==> config.mk <==
export PLATFORM = sky130hd
export DESIGN_NAME = doorbell_chime_seq_flat
export DESIGN_NICKNAME = d
export VERILOG_FILES = /design/src/rtl/doorbell_pkg.sv /design/src/rtl/doorbell_chime_seq_if.sv /design/src/rtl/doorbell_chime_seq_btn_debounce.sv /design/src/rtl/doorbell_chime_seq.sv /design/src/flat_wrapper.sv
export SDC_FILE = /design/constraint.sdc
export NUM_CORES = 1
export LEC_CHECK = 0
export BUFFER_PORTS_ARGS = -buffer_cell sky130_fd_sc_hd__buf_2
export CAP_MARGIN = 30
export CORE_UTILIZATION = 46
export CTS_CLUSTER_SIZE = 12
export DETAILED_ROUTE_END_ITERATION = 16
export GPL_ROUTABILITY_DRIVEN = 0
export MAX_ROUTING_LAYER = met4
export SLEW_MARGIN = 40
export SYNTH_ARGS = -nofsm -noshare
export SYNTH_HDL_FRONTEND = slang
export SYNTH_SLANG_ARGS = --single-unit
export TNS_END_PERCENT = 5
==> constraint.sdc <==
create_clock -name clk -period 1.31 [get_ports clk]
set_input_delay 0.3275 -clock clk [delete_from_list [all_inputs] [get_ports clk]]
set_output_delay 0.3275 -clock clk [all_outputs]
set_load 0.02 [all_outputs]
==> src/rtl/doorbell_pkg.sv <==
// Shared types and default timing constants for the doorbell chime path.
package doorbell_pkg;

  typedef enum logic [1:0] {
    IDLE = 2'd0,
    DING = 2'd1,
    DONG = 2'd2,
    GAP  = 2'd3
  } state_e;

  localparam int unsigned DEF_DEBOUNCE_LEN = 4;
  localparam int unsigned DEF_DING_HALF    = 2;
  localparam int unsigned DEF_DONG_HALF    = 3;
  localparam int unsigned DEF_NOTE_LEN     = 20;
  localparam int unsigned DEF_GAP_LEN      = 10;

  function automatic int unsigned max2(input int unsigned a, input int unsigned b);
    return (a > b) ? a : b;
  endfunction

endpackage

==> src/rtl/doorbell_chime_seq_if.sv <==
// Button input plus tone/select/status outputs of the chime sequencer.
interface doorbell_chime_seq_if;
  logic button;
  logic tone_a;
  logic tone_b;
  logic sel;
  logic busy;
  logic done;

  modport master (output button, input tone_a, input tone_b, input sel, input busy, input done);
  modport slave  (input button, output tone_a, output tone_b, output sel, output busy, output done);
endinterface

==> src/rtl/doorbell_chime_seq_btn_debounce.sv <==
// Two-flop synchroniser, stable-high debounce counter and rising-edge press pulse.
module btn_debounce
  import doorbell_pkg::*;
#(
    parameter int unsigned DEBOUNCE_LEN = DEF_DEBOUNCE_LEN
) (
    input  logic clk,
    input  logic rst_n,
    input  logic button_i,
    output logic press_o
);

    localparam int unsigned CW = $clog2(DEBOUNCE_LEN + 1);
    localparam logic [CW-1:0] CNT_MAX = CW'(DEBOUNCE_LEN);

    logic          sync1_q, sync2_q;
    logic [CW-1:0] cnt_q, cnt_d;
    logic          db_q, db_d;
    logic          db_prev_q;

    // Counter saturates at DEBOUNCE_LEN so a long hold never re-triggers.
    always_comb begin
        cnt_d = '0;
        db_d  = 1'b0;
        if (sync2_q) begin
            cnt_d = (cnt_q == CNT_MAX) ? cnt_q : cnt_q + CW'(1);
            db_d  = db_q | (cnt_q == CNT_MAX);
        end
    end

    always_ff @(posedge clk or negedge rst_n) begin
        if (!rst_n) begin
            sync1_q   <= 1'b0;
            sync2_q   <= 1'b0;
            cnt_q     <= '0;
            db_q      <= 1'b0;
            db_prev_q <= 1'b0;
        end else begin
            sync1_q   <= button_i;
            sync2_q   <= sync1_q;
            cnt_q     <= cnt_d;
            db_q      <= db_d;
            db_prev_q <= db_q;
        end
    end

    assign press_o = db_q & ~db_prev_q;

endmodule

==> src/rtl/doorbell_chime_seq.sv <==
// Ding-dong sequencer: FSM, note counter and two tone dividers.
// Optional DOORBELL_REPEAT_EN queues one press made while busy.
module doorbell_chime_seq
  import doorbell_pkg::*;
#(
    parameter int unsigned DEBOUNCE_LEN = DEF_DEBOUNCE_LEN,
    parameter int unsigned DING_HALF    = DEF_DING_HALF,
    parameter int unsigned DONG_HALF    = DEF_DONG_HALF,
    parameter int unsigned NOTE_LEN     = DEF_NOTE_LEN,
    parameter int unsigned GAP_LEN      = DEF_GAP_LEN
) (
    input logic               clk,
    input logic               rst_n,
    doorbell_chime_seq_if.slave bus
);

    localparam int unsigned NW = $clog2(max2(NOTE_LEN, GAP_LEN) + 1);
    localparam int unsigned AW = $clog2(DING_HALF + 1);
    localparam int unsigned BW = $clog2(DONG_HALF + 1);
    localparam logic [NW-1:0] NOTE_LAST = NW'(NOTE_LEN - 1);
    localparam logic [NW-1:0] GAP_LAST  = NW'(GAP_LEN - 1);
    localparam logic [AW-1:0] A_LAST    = AW'(DING_HALF - 1);
    localparam logic [BW-1:0] B_LAST    = BW'(DONG_HALF - 1);

    if (DEBOUNCE_LEN < 1 || DING_HALF < 1 || DONG_HALF < 1 || NOTE_LEN < 1 || GAP_LEN < 1) begin : g_param_check
        $error("doorbell_chime_seq: all length parameters must be >= 1");
    end

    state_e        state_q, state_d;
    logic [NW-1:0] note_q, note_d;
    logic [AW-1:0] diva_q, diva_d;
    logic [BW-1:0] divb_q, divb_d;
    logic          tone_a_q, tone_a_d;
    logic          tone_b_q, tone_b_d;
    logic          done_q, done_d;
    logic          press;
`ifdef DOORBELL_REPEAT_EN
    logic          pend_q, pend_d;
`endif

    btn_debounce #(.DEBOUNCE_LEN(DEBOUNCE_LEN)) u_debounce (
        .clk      (clk),
        .rst_n    (rst_n),
        .button_i (bus.button),
        .press_o  (press)
    );

    always_comb begin
        state_d  = state_q;
        note_d   = note_q + NW'(1);
        diva_d   = '0;
        divb_d   = '0;
        tone_a_d = 1'b0;
        tone_b_d = 1'b0;
        done_d   = 1'b0;
`ifdef DOORBELL_REPEAT_EN
        pend_d   = pend_q | (press & (state_q != IDLE));
`endif
        case (state_q)
            IDLE: begin
                note_d = '0;
                if (press) state_d = DING;
            end
            DING: begin
                diva_d   = (diva_q == A_LAST) ? '0 : diva_q + AW'(1);
                tone_a_d = (diva_q == A_LAST) ? ~tone_a_q : tone_a_q;
                if (note_q == NOTE_LAST) state_d = DONG;
            end
            DONG: begin
                divb_d   = (divb_q == B_LAST) ? '0 : divb_q + BW'(1);
                tone_b_d = (divb_q == B_LAST) ? ~tone_b_q : tone_b_q;
                if (note_q == NOTE_LAST) state_d = GAP;
            end
            GAP: begin
                if (note_q == GAP_LAST) begin
                    done_d  = 1'b1;
                    state_d = IDLE;
`ifdef DOORBELL_REPEAT_EN
                    // A press landing on this very edge is honoured directly.
                    if (pend_q || press) begin
                        state_d = DING;
                        pend_d  = 1'b0;
                    end
`endif
                end
            end
            default: state_d = IDLE;
        endcase
        // Every state entry restarts the note counter and both tone dividers.
        if (state_d != state_q) begin
            note_d   = '0;
            diva_d   = '0;
            divb_d   = '0;
            tone_a_d = 1'b0;
            tone_b_d = 1'b0;
        end
    end

    always_ff @(posedge clk or negedge rst_n) begin
        if (!rst_n) begin
            state_q  <= IDLE;
            note_q   <= '0;
            diva_q   <= '0;
            divb_q   <= '0;
            tone_a_q <= 1'b0;
            tone_b_q <= 1'b0;
            done_q   <= 1'b0;
        end else begin
            state_q  <= state_d;
            note_q   <= note_d;
            diva_q   <= diva_d;
            divb_q   <= divb_d;
            tone_a_q <= tone_a_d;
            tone_b_q <= tone_b_d;
            done_q   <= done_d;
        end
    end

`ifdef DOORBELL_REPEAT_EN
    always_ff @(posedge clk or negedge rst_n) begin
        if (!rst_n) pend_q <= 1'b0;
        else        pend_q <= pend_d;
    end
`endif

    assign bus.tone_a = tone_a_q;
    assign bus.tone_b = tone_b_q;
    assign bus.sel    = (state_q == DONG);
    assign bus.busy   = (state_q != IDLE);
    assign bus.done   = done_q;

endmodule
==> src/flat_wrapper.sv <==
// flat-port wrapper written by rule: the top's interface ports become plain ports
module doorbell_chime_seq_flat import doorbell_pkg::*;
#(
    parameter int unsigned DEBOUNCE_LEN = DEF_DEBOUNCE_LEN,
    parameter int unsigned DING_HALF    = DEF_DING_HALF,
    parameter int unsigned DONG_HALF    = DEF_DONG_HALF,
    parameter int unsigned NOTE_LEN     = DEF_NOTE_LEN,
    parameter int unsigned GAP_LEN      = DEF_GAP_LEN
)
  (clk, rst_n, bus_button, bus_tone_a, bus_tone_b, bus_sel, bus_busy, bus_done);
  doorbell_chime_seq_if bus_i ();
  input logic clk;
  input logic rst_n;
  input wire logic [$bits(bus_i.button)-1:0] bus_button;
  output wire logic [$bits(bus_i.tone_a)-1:0] bus_tone_a;
  output wire logic [$bits(bus_i.tone_b)-1:0] bus_tone_b;
  output wire logic [$bits(bus_i.sel)-1:0] bus_sel;
  output wire logic [$bits(bus_i.busy)-1:0] bus_busy;
  output wire logic [$bits(bus_i.done)-1:0] bus_done;
  assign bus_i.button = bus_button;
  assign bus_tone_a = bus_i.tone_a;
  assign bus_tone_b = bus_i.tone_b;
  assign bus_sel = bus_i.sel;
  assign bus_busy = bus_i.busy;
  assign bus_done = bus_i.done;
  doorbell_chime_seq #(.DEBOUNCE_LEN(DEBOUNCE_LEN), .DING_HALF(DING_HALF), .DONG_HALF(DONG_HALF), .NOTE_LEN(NOTE_LEN), .GAP_LEN(GAP_LEN)) u_core (.clk(clk), .rst_n(rst_n), .bus(bus_i));
endmodule
==> results_dict.tcl, run 1 <==
set metrics [dict create \
    vdd_drop_max_uv 709 \
    intPower_uw 1180 \
    violations "negative setup slack" \
    crit_arrival_ps 1100 \
    path_cells "or2_4 > buf_6" \
    worstReg2RegStart "u_core.note_q[0]" \
    slew_violations 0 \
    period_minus_slack_ps 1430 \
    power_frac_seq_pct 49.8 \
    synth_edf_count 0 \
    syn_area_um2 945 \
    antenna_cells 0 \
    numCtsBuffers 3 \
    min-delay-start "bus_button" \
    r2r-end "u_core.note_q[3]" \
    dieArea_mm2 0.00224 \
    path_delay_family "flip-flops" \
    synthesis.nets 82 \
    cts_tree "done" \
    place_area_mm2 0.00102 \
    antenna_found_initial 0 \
    clockRootBuffer "clkbuf_4" \
    ys_ff_latch 21 \
    finalHoldViolCount 0 \
    power_leakage_uw 0.000514 \
    setup.worst_path.end_class "output port" \
    cap_violations 0 \
    ys_warn_count 0 \
    yosysTopAreaCellShare_pct 55.6 \
    cp_slowest_stage_delay_ps 420 \
    synthCells 75 \
    finalClockSkew_ps 4.07 \
    synth_ff_type "dfrtp_1" \
    ff2ff_setup_slack_ps 10 \
    critPathMaxFanout 3 \
    hpwl_um 975 \
    core-area_mm2 0.00194 \
    fp.dieW_um 47.3 \
    area_growth_pct 17.9 \
    start_kind "flop" \
    holdPathStages 1 \
    via_count 582 \
    power_density_mw_per_mm2 1540 \
    clk_latency_ps 290 \
    first_global_vias 519 \
    num_rows 16 \
    die_h_um 47.3 \
    clock-sinks 21 \
    grt-ovfl-total 0 \
    cts_buffer_depth 2 \
    start_util_pct 48.6 \
    routed_wl_um 1380 \
    slowest_stage "dfrtp_1" \
    grt_max_degree 22 \
    dr.pass1.iters 3 \
    fin_ws_ps -121 \
    final_area_mm2 0.00111 \
    synth_cell_types 26 \
    switching_share_pct 31.2 \
    cp.buffers_inverters 1 \
    synth_largest_area_cell "dfrtp_1" \
    async_flop_share_pct 100 \
    maxSlewHeadroom_pct 69.7 \
    grt_pass1_wl_um 2460 \
    synth.avg_cell_area_um2 12.6 \
    outcome "finished with violations" \
    setup-tns-final_ps -209 \
    hold_path.class "input pin to flop" \
    ant_nets 0 \
    finalCritPeriodShare_pct 109 \
    fill_cells 181 \
    worstMarginPinSlew_ps 454 \
    grt_util_all_layers_pct 16.9 \
    post-route-drc-count 0 \
    multi_input_area_um2 403 \
    setup_viol 2 \
    cts_max_level 1 \
    drive_above_1_share_pct 28.0 \
    worstRegToRegCells 4 \
    seq_area_frac_synth_pct 55.6 \
    fin_nets 101 \
    hold_end "u_core.u_debounce.sync1_q" \
    combPwrFrac_pct 32.9 \
    rsz0062_at_grt "yes" \
    synthMostInstantiatedCell "dfrtp_1" \
    drt_iter0_drc 8 \
    fmax_ghz 0.699 \
    io_buffer_count 7 \
    boundaryPins 8 \
    ys_top_cells_by_area "dfrtp_1, nand4bb_4, ha_1" \
    seqCellArea_um2 526 \
    pwr-share-clk_pct 17.3 \
    viasPerCell 4.85 \
    synth_commonest_cells "dfrtp_1, a21oi_1, inv_1, nor2_1" \
    wl_per_cell_um 11.5 \
    p_sw_uw 536 \
    path_clk_slew_ps 110 \
    path_class "flop to output port" \
    cp.required_ps 980 \
]
-- how the worst max path moves through the flow --
stage	start	endpoint	slack, ps	cells past startpoint
finish	u_core.state_q[1]	bus_busy	-120	2
global route	u_core.state_q[0]	bus_busy	-180	2
CTS	u_core.state_q[1]	bus_busy	-140	2
detailed placement	u_core.note_q[0]	u_core.note_q[3]	7	4
global placement	u_core.note_q[0]	u_core.note_q[3]	20	4
floorplan	u_core.note_q[0]	u_core.state_q[0]	100	4
-- power groups by stage --
| stage | clock [µW] | combinational [µW] | sequential [µW] |
|---|---|---|---|
| after floorplan | 0 | 346 | 863 |
| after global placement | 0 | 449 | 869 |
| after detailed placement | 0 | 456 | 877 |
| after CTS | 317 | 558 | 856 |
| after global routing | 345 | 639 | 878 |
| final | 296 | 565 | 854 |
-- kinds of logic (layout without fill, tap and decap cells) --
kind of cell	Yosys count	count (layout)	share of synthesized area, %
AND/OR/NAND/NOR	25	25	20.5
flip-flops	21	21	55.6
AO/OA/AOI/OAI	12	12	9.54
XOR/XNOR	6	6	5.56
buffers and inverters	6	24	2.38
adder cells (fa/ha/maj)	4	4	5.30
multiplexers	1	1	1.06
-- timing repair --
item	4_1_cts	5_1_grt
endpoints found under the setup margin	4	8
resized for setup	6	1
cloned	0	0
setup buffers	5	0
hold buffers	1	0
hold endpoints to repair	21	0
pin swaps	1	1
-- metrics by stage --
step	instances	utilization (%)	worst slack, ps	power (µW)	hold slack (ps)
after floorplan	75	-	102	1210	31.9
after global placement	110	52.6	16.1	1320	306
after detailed placement	110	52.6	7.05	1330	307
after CTS	120	57.2	-145	1730	121
after global routing	120	57.3	-176	1860	105
final	120	57.3	-121	1720	132
-- layout by cell type, fill, tap and decap left out, drive strengths merged, types with 2 or more instances in the layout --
cell type and instances:
a21boi 2, xor2 2, and2 2, a21oi 5, and2b 2, inv 5, nor3b 2, buf 13
ha 4, nor2b 2, nor2 5, dfrtp 21, nand4bb 2, nand2 5, xnor2 4, nand3 3
clkbuf 4
-- worst register-to-register path, delay by kind of cell, from the launching register on --
kind	cells	cell delay (ps)
AO/OA/AOI/OAI	2	340
adder cells (fa/ha/maj)	1	230
flip-flops	1	420
AND/OR/NAND/NOR	1	190
-- flip-flops by register name (all words and copies together), names as in the netlist --
| register | cells |
|---|---|
| u_core.u_debounce.db_prev_q | 1 |
| u_core.diva_q | 2 |
| u_core.bus.tone_b | 1 |
| u_core.bus.done | 1 |
| u_core.bus.tone_a | 1 |
| u_core.u_debounce.db_q | 1 |
| u_core.note_q | 5 |
| u_core.u_debounce.sync1_q | 1 |
| u_core.divb_q | 2 |
| u_core.state_q | 2 |
| u_core.u_debounce.sync2_q | 1 |
| u_core.u_debounce.cnt_q | 3 |
-- layout make-up --
type	count	area share, %
Clock buffer	4	2.36
Inverter	6	2.02
Timing Repair Buffer	14	9.21
Tap cell	27	3.03
Sequential cell	21	47.2
Multi-Input combinational cell	48	36.2
-- metal layers --
metal  global-route usage, %  up-vias  routed length, µm
met1                    25.0      284                672
met2                    21.4        7                670
li1                        -      291                  -
met3                    5.77        0                 36
met4                    5.14        0                  0
met5                       -        -                  0
No activity file was read; power rests on OpenSTA's default activity.
==> run 2, diff against run 1 <==
--- a/config.mk
+++ b/config.mk
@@ -7,6 +7,7 @@
 export LEC_CHECK = 0
 export BUFFER_PORTS_ARGS = -buffer_cell sky130_fd_sc_hd__buf_2
 export CAP_MARGIN = 30
+export CORE_ASPECT_RATIO = 0.7
 export CORE_UTILIZATION = 46
 export CTS_CLUSTER_SIZE = 12
 export DETAILED_ROUTE_END_ITERATION = 16
==> run 2 against run 1 <==
  * The run still ends with negative setup slack left
  * Sequential power fell by 0.7%
  * Register-to-register slack barely moved
  * Via count unchanged
  * Utilization is 1.0 points higher
  * Worst hold slack got worse by 4.7 ps
  * Die area increased by 0.14%
  * Combinational power shrank 5.5%
  * Critical path depth stayed put
  * Non-clock buffer count shrank 1
  * Critical path type unchanged
  * Largest power group unchanged
==> results_dict.tcl, run 2 (synthesized netlist as in run 1, its figures left out) <==
set metrics [dict create \
    pwr-share-clk_pct 18.3 \
    finalCritPeriodShare_pct 111 \
    post-route-drc-count 0 \
    clock-sinks 21 \
    grt_util_all_layers_pct 16.0 \
    ant_nets 0 \
    dp_cells 106 \
    wl_per_cell_um 12.6 \
    dr.pass1.iters 4 \
    worstReg2RegStart "u_core.state_q[1]" \
    cp_slowest_stage_delay_ps 430 \
    setup_viol 2 \
    layout_commonest_cell "dfrtp_1" \
    slew_violations 0 \
    power_leakage_uw 0.000513 \
    finalHoldViolCount 0 \
    finalClockSkew_ps 10.4 \
    combPwrFrac_pct 31.6 \
    hold_end "u_core.u_debounce.sync1_q" \
    path_delay_family "flip-flops" \
    dieArea_mm2 0.00224 \
    path_cells "or2_4 > buf_6" \
    reg_top3 "u_core.note_q x5, u_core.u_debounce.cnt_q x3" \
    slowest_stage "dfrtp_1" \
    numCtsBuffers 3 \
    period_minus_slack_ps 1460 \
    cap_violations 0 \
    power_density_mw_per_mm2 1540 \
    drt_iter0_drc 10 \
    area_growth_pct 16.6 \
    p_sw_uw 548 \
    vdd_drop_max_uv 829 \
    boundaryPins 8 \
    worstRegToRegCells 5 \
    routed_wl_um 1430 \
    grt-ovfl-total 0 \
    cp.required_ps 980 \
    clk_latency_ps 310 \
    fp.dieW_um 56.2 \
    num_rows 13 \
    intPower_uw 1140 \
    hpwl_um 1030 \
    start_kind "flop" \
    crit_arrival_ps 1130 \
    hold_path.class "input pin to flop" \
    path_clk_slew_ps 120 \
    top_register "u_core.note_q" \
    holdPathStages 1 \
    cp.buffers_inverters 1 \
    fin_nets 100 \
    min-delay-start "bus_button" \
    worstMarginPinSlew_ps 463 \
    power_frac_seq_pct 50.2 \
    maxSlewHeadroom_pct 69.1 \
    grt_pass1_wl_um 2390 \
    fin_cells 114 \
    final_area_mm2 0.00110 \
    outcome "finished with violations" \
    setup.worst_path.end_class "output port" \
    cts_max_level 1 \
    place_area_mm2 0.00102 \
    viasPerCell 5.11 \
    drive_above_1_share_pct 28.3 \
    die_h_um 39.9 \
    first_global_vias 526 \
    critPathMaxFanout 3 \
    fin_util_pct 58.4 \
    fin_ws_ps -150 \
    cts_buffer_depth 2 \
    violations "negative setup slack" \
    switching_share_pct 32.4 \
    core-area_mm2 0.00189 \
    start_util_pct 50.1 \
    largest_reg_flops 5 \
    rsz0062_at_grt "yes" \
    path_class "flop to output port" \
    clockRootBuffer "clkbuf_4" \
    via_count 582 \
    cts_tree "done" \
    fill_cells 162 \
    antenna_found_initial 0 \
    r2r-end "u_core.diva_q[1]" \
    antenna_cells 0 \
    fmax_ghz 0.685 \
    ff2ff_setup_slack_ps 10 \
    grt_max_degree 22 \
    io_buffer_count 7 \
]
## run 2: layer usage
metal  wire [µm]  GRT usage (%)  up-vias
li1            -              -      290
met1         729           20.1      277
met2         622           22.3       13
met3          66           6.93        2
met4          14           7.32        0
met5           0              -        -
## run 2: how the worst max path moves through the flow
| stage | startpoint | to | slack [ps] | depth (start not counted) |
|---|---|---|---|---|
| after detailed placement | u_core.note_q[0] | u_core.note_q[2] | 9 | 4 |
| after global placement | u_core.note_q[0] | u_core.note_q[3] | 8 | 4 |
| after CTS | u_core.state_q[1] | bus_busy | -170 | 2 |
| after floorplan | u_core.note_q[0] | u_core.state_q[0] | 100 | 4 |
| final | u_core.state_q[1] | bus_busy | -150 | 2 |
| after global routing | u_core.state_q[1] | bus_busy | -210 | 2 |
## run 2: per-stage QoR
stage	total power (µW)	hold WS, ps	TNS (ps)	setup slack (ps)
4_1_cts	1710	115	-314	-172
5_1_grt	1800	107	-740	-209
6_report	1690	127	-282	-150
3_5_place_dp	1340	308	0	8.60
2_1_floorplan	1210	31.9	0	102
3_3_place_gp	1330	308	0	8.39
## run 2: power groups by stage
stage	logic (µW)	registers [µW]	clock network (µW)
after CTS	530	850	327
final	534	848	309
after global routing	590	867	348
after floorplan	346	863	0
after global placement	463	871	0
after detailed placement	466	874	0
## run 2: worst register-to-register path: stages (launching register included)
cell and delay (ps):
dfrtp_1 430, buf_4 150, buf_4 130, and2b_1 260, nand2_2 100, nor3b_2 170
## run 2: repair_timing
item,in CTS,in global routing
endpoints found under the setup margin,5,8
endpoints found under the hold margin,21,0
hold buffers,1,0
gates resized for setup,6,1
setup buffers,3,0
pin swaps,1,1
## run 2: final cells by class
type	count	area (µm²)	area share, %
flip-flops and latches	21	526	47.7
multi-input cells	48	403	36.6
repair buffers	13	95.1	8.64
well taps	22	27.5	2.50
clock buffers	3	22.5	2.05
inverters	6	22.5	2.05
clock inverters	1	5.00	0.455
==> run 3, diff against run 2 <==
--- a/config.mk
+++ b/config.mk
@@ -7,12 +7,12 @@
 export LEC_CHECK = 0
 export BUFFER_PORTS_ARGS = -buffer_cell sky130_fd_sc_hd__buf_2
 export CAP_MARGIN = 30
-export CORE_ASPECT_RATIO = 0.7
-export CORE_UTILIZATION = 46
+export CORE_UTILIZATION = 56
 export CTS_CLUSTER_SIZE = 12
 export DETAILED_ROUTE_END_ITERATION = 16
 export GPL_ROUTABILITY_DRIVEN = 0
 export MAX_ROUTING_LAYER = met4
+export PLACE_DENSITY = 0.75
 export SLEW_MARGIN = 40
 export SYNTH_ARGS = -nofsm -noshare
 export SYNTH_HDL_FRONTEND = slang
==> run 3 against run 2 <==
  * The run still ends with negative setup slack left
  * Register-to-register slack about the same
  * Combinational power is 3% higher
  * Sequential share of layout area increased by 0.17 points
  * First-iteration DRC count fell by 90%
  * Highest routed layer unchanged
  * Die area is 17% lower
  * Cell area shrank 0.11%
==> results_dict.tcl, run 3 (synthesized netlist as in run 1, its figures left out) <==
set metrics [dict create \
    outcome "finished with violations" \
    violations "negative setup slack" \
    hpwl_um 932 \
    path_class "flop to output port" \
    grt_max_degree 22 \
    pwr-share-clk_pct 18.4 \
    ff2ff_setup_slack_ps 0 \
    fin_ws_ps -159 \
    setup_viol 4 \
    slowest_stage "dfrtp_2" \
    finalCritPeriodShare_pct 112 \
    num_rows 14 \
    dr.pass1.iters 2 \
    via_count 585 \
    rsz0062_at_grt "yes" \
    worstMarginPinSlew_ps 468 \
    die_h_um 43.1 \
    intPower_uw 1150 \
    switching_share_pct 32.6 \
    post-route-drc-count 0 \
    setup.worst_path.end_class "output port" \
    grt-ovfl-total 0 \
    p_sw_uw 559 \
    wl_per_cell_um 13.0 \
    clock-sinks 21 \
    path_clk_slew_ps 120 \
    fp.dieW_um 43.1 \
    core-area_mm2 0.00154 \
    critPathMaxFanout 4 \
    final_area_mm2 0.00110 \
    cts_tree "done" \
    clockRootBuffer "clkbuf_4" \
    power_leakage_uw 0.000513 \
    period_minus_slack_ps 1470 \
    setup-tns-final_ps -260 \
    first_global_vias 558 \
    vdd_drop_max_uv 831 \
    crit_arrival_ps 1140 \
    drive_above_1_share_pct 29.0 \
    maxSlewHeadroom_pct 68.8 \
    boundaryPins 8 \
    combPwrFrac_pct 32.1 \
    grt_util_all_layers_pct 18.4 \
    power_frac_seq_pct 49.5 \
    final_cell_mix "dfrtp_1, buf_4" \
    start_kind "flop" \
    numCtsBuffers 3 \
    antenna_cells 0 \
    hold_path.class "input pin to flop" \
    largest_reg_flops 5 \
    fin_hold_ws_ps 120 \
    cp.buffers_inverters 1 \
    antenna_found_initial 0 \
    fin_util_pct 71.3 \
    cap_violations 0 \
    dieArea_mm2 0.00186 \
    grt_pass1_wl_um 2440 \
    finalHoldViolCount 0 \
    cts_max_level 1 \
    clk_latency_ps 300 \
    cts_buffer_depth 2 \
    place_area_um2 1000 \
    finalClockSkew_ps 6.02 \
    reg_top3 "u_core.note_q x5, u_core.u_debounce.cnt_q x3" \
    fill_cells 112 \
    fin_nets 101 \
    path_cells "or2_1 > buf_6" \
    total_power_uw 1710 \
    viasPerCell 5.37 \
    area_growth_pct 16.4 \
    fmax_ghz 0.681 \
    path_delay_family "flip-flops" \
    ant_nets 0 \
    drt_iter0_drc 1 \
    slew_violations 0 \
    top_register "u_core.note_q" \
    start_util_pct 61.3 \
    layout_commonest_cell "dfrtp_1" \
    power_density_mw_per_mm2 1560 \
    cp.required_ps 980 \
    io_buffer_count 7 \
    cp_slowest_stage_delay_ps 440 \
    routed_wl_um 1420 \
]
[run 3: cell count changes in the layout (fill, tap and decap cells not counted)]
cell	delta
buf_4	+1
dfrtp_1	-1
dfrtp_2	+1
or2_1	+1
or2_4	-1
[run 3: timing repair]
| item | CTS | global route |
|---|---|---|
| hold buffers | 1 | 0 |
| setup endpoints to repair | 7 | 9 |
| endpoints found under the hold margin | 21 | 0 |
| setup buffers | 3 | 3 |
| pin swaps | 0 | 1 |
| resized for setup | 4 | 3 |
[run 3: routing by layer]
| layer | global-route usage (%) | up-vias | routed length (µm) |
|---|---|---|---|
| met3 | 2.55 | 2 | 28 |
| li1 | - | 290 | - |
| met1 | 25.9 | 285 | 721 |
| met4 | 9.09 | 0 | 9 |
| met2 | 26.4 | 8 | 663 |
| met5 | - | - | 0 |
[run 3: final cells by class]
| type | count | area (µm²) | share of cell area [%] |
|---|---|---|---|
| multi-input combinational | 48 | 400 | 36.4 |
| tap | 16 | 20.0 | 1.82 |
| timing repair buffer | 14 | 103 | 9.33 |
| clock buffer | 3 | 22.5 | 2.05 |
| sequential | 21 | 527 | 47.9 |
| clock inverter | 1 | 5.00 | 0.455 |
| inverter | 6 | 22.5 | 2.05 |
[run 3: final timing paths]
check	start	to	depth (start not counted)
max	u_core.state_q[1]	bus_busy	2
min	bus_button	u_core.u_debounce.sync1_q	1
max reg2reg	u_core.state_q[0]	u_core.note_q[4]	5
min reg2reg	u_core.u_debounce.sync1_q	u_core.u_debounce.sync2_q	0
max in group asynchronous	rst_n	u_core.state_q[1]	2
min in group asynchronous	rst_n	u_core.u_debounce.cnt_q[0]	2
[run 3: through the flow]
stage	worst slack, ps	cells
finish	-159	109
global route	-192	109
CTS	-161	106
detailed placement	-5.71	98
global placement	48.0	98
floorplan	102	75
[run 3: worst reg2reg max path, cell delays in order, from the launching register on]
cell,delay (ps)
dfrtp_1,410
buf_4,140
buf_4,130
and2b_1,200
a22oi_4,220
a21oi_1,100
[run 3: power by group through the flow]
stage | clock (µW) | combinational, µW | sequential [µW]
6_report | 316 | 550 | 847
5_1_grt | 332 | 627 | 865
4_1_cts | 318 | 482 | 850
3_5_place_dp | 0 | 442 | 871
3_3_place_gp | 0 | 440 | 864
2_1_floorplan | 0 | 346 | 863
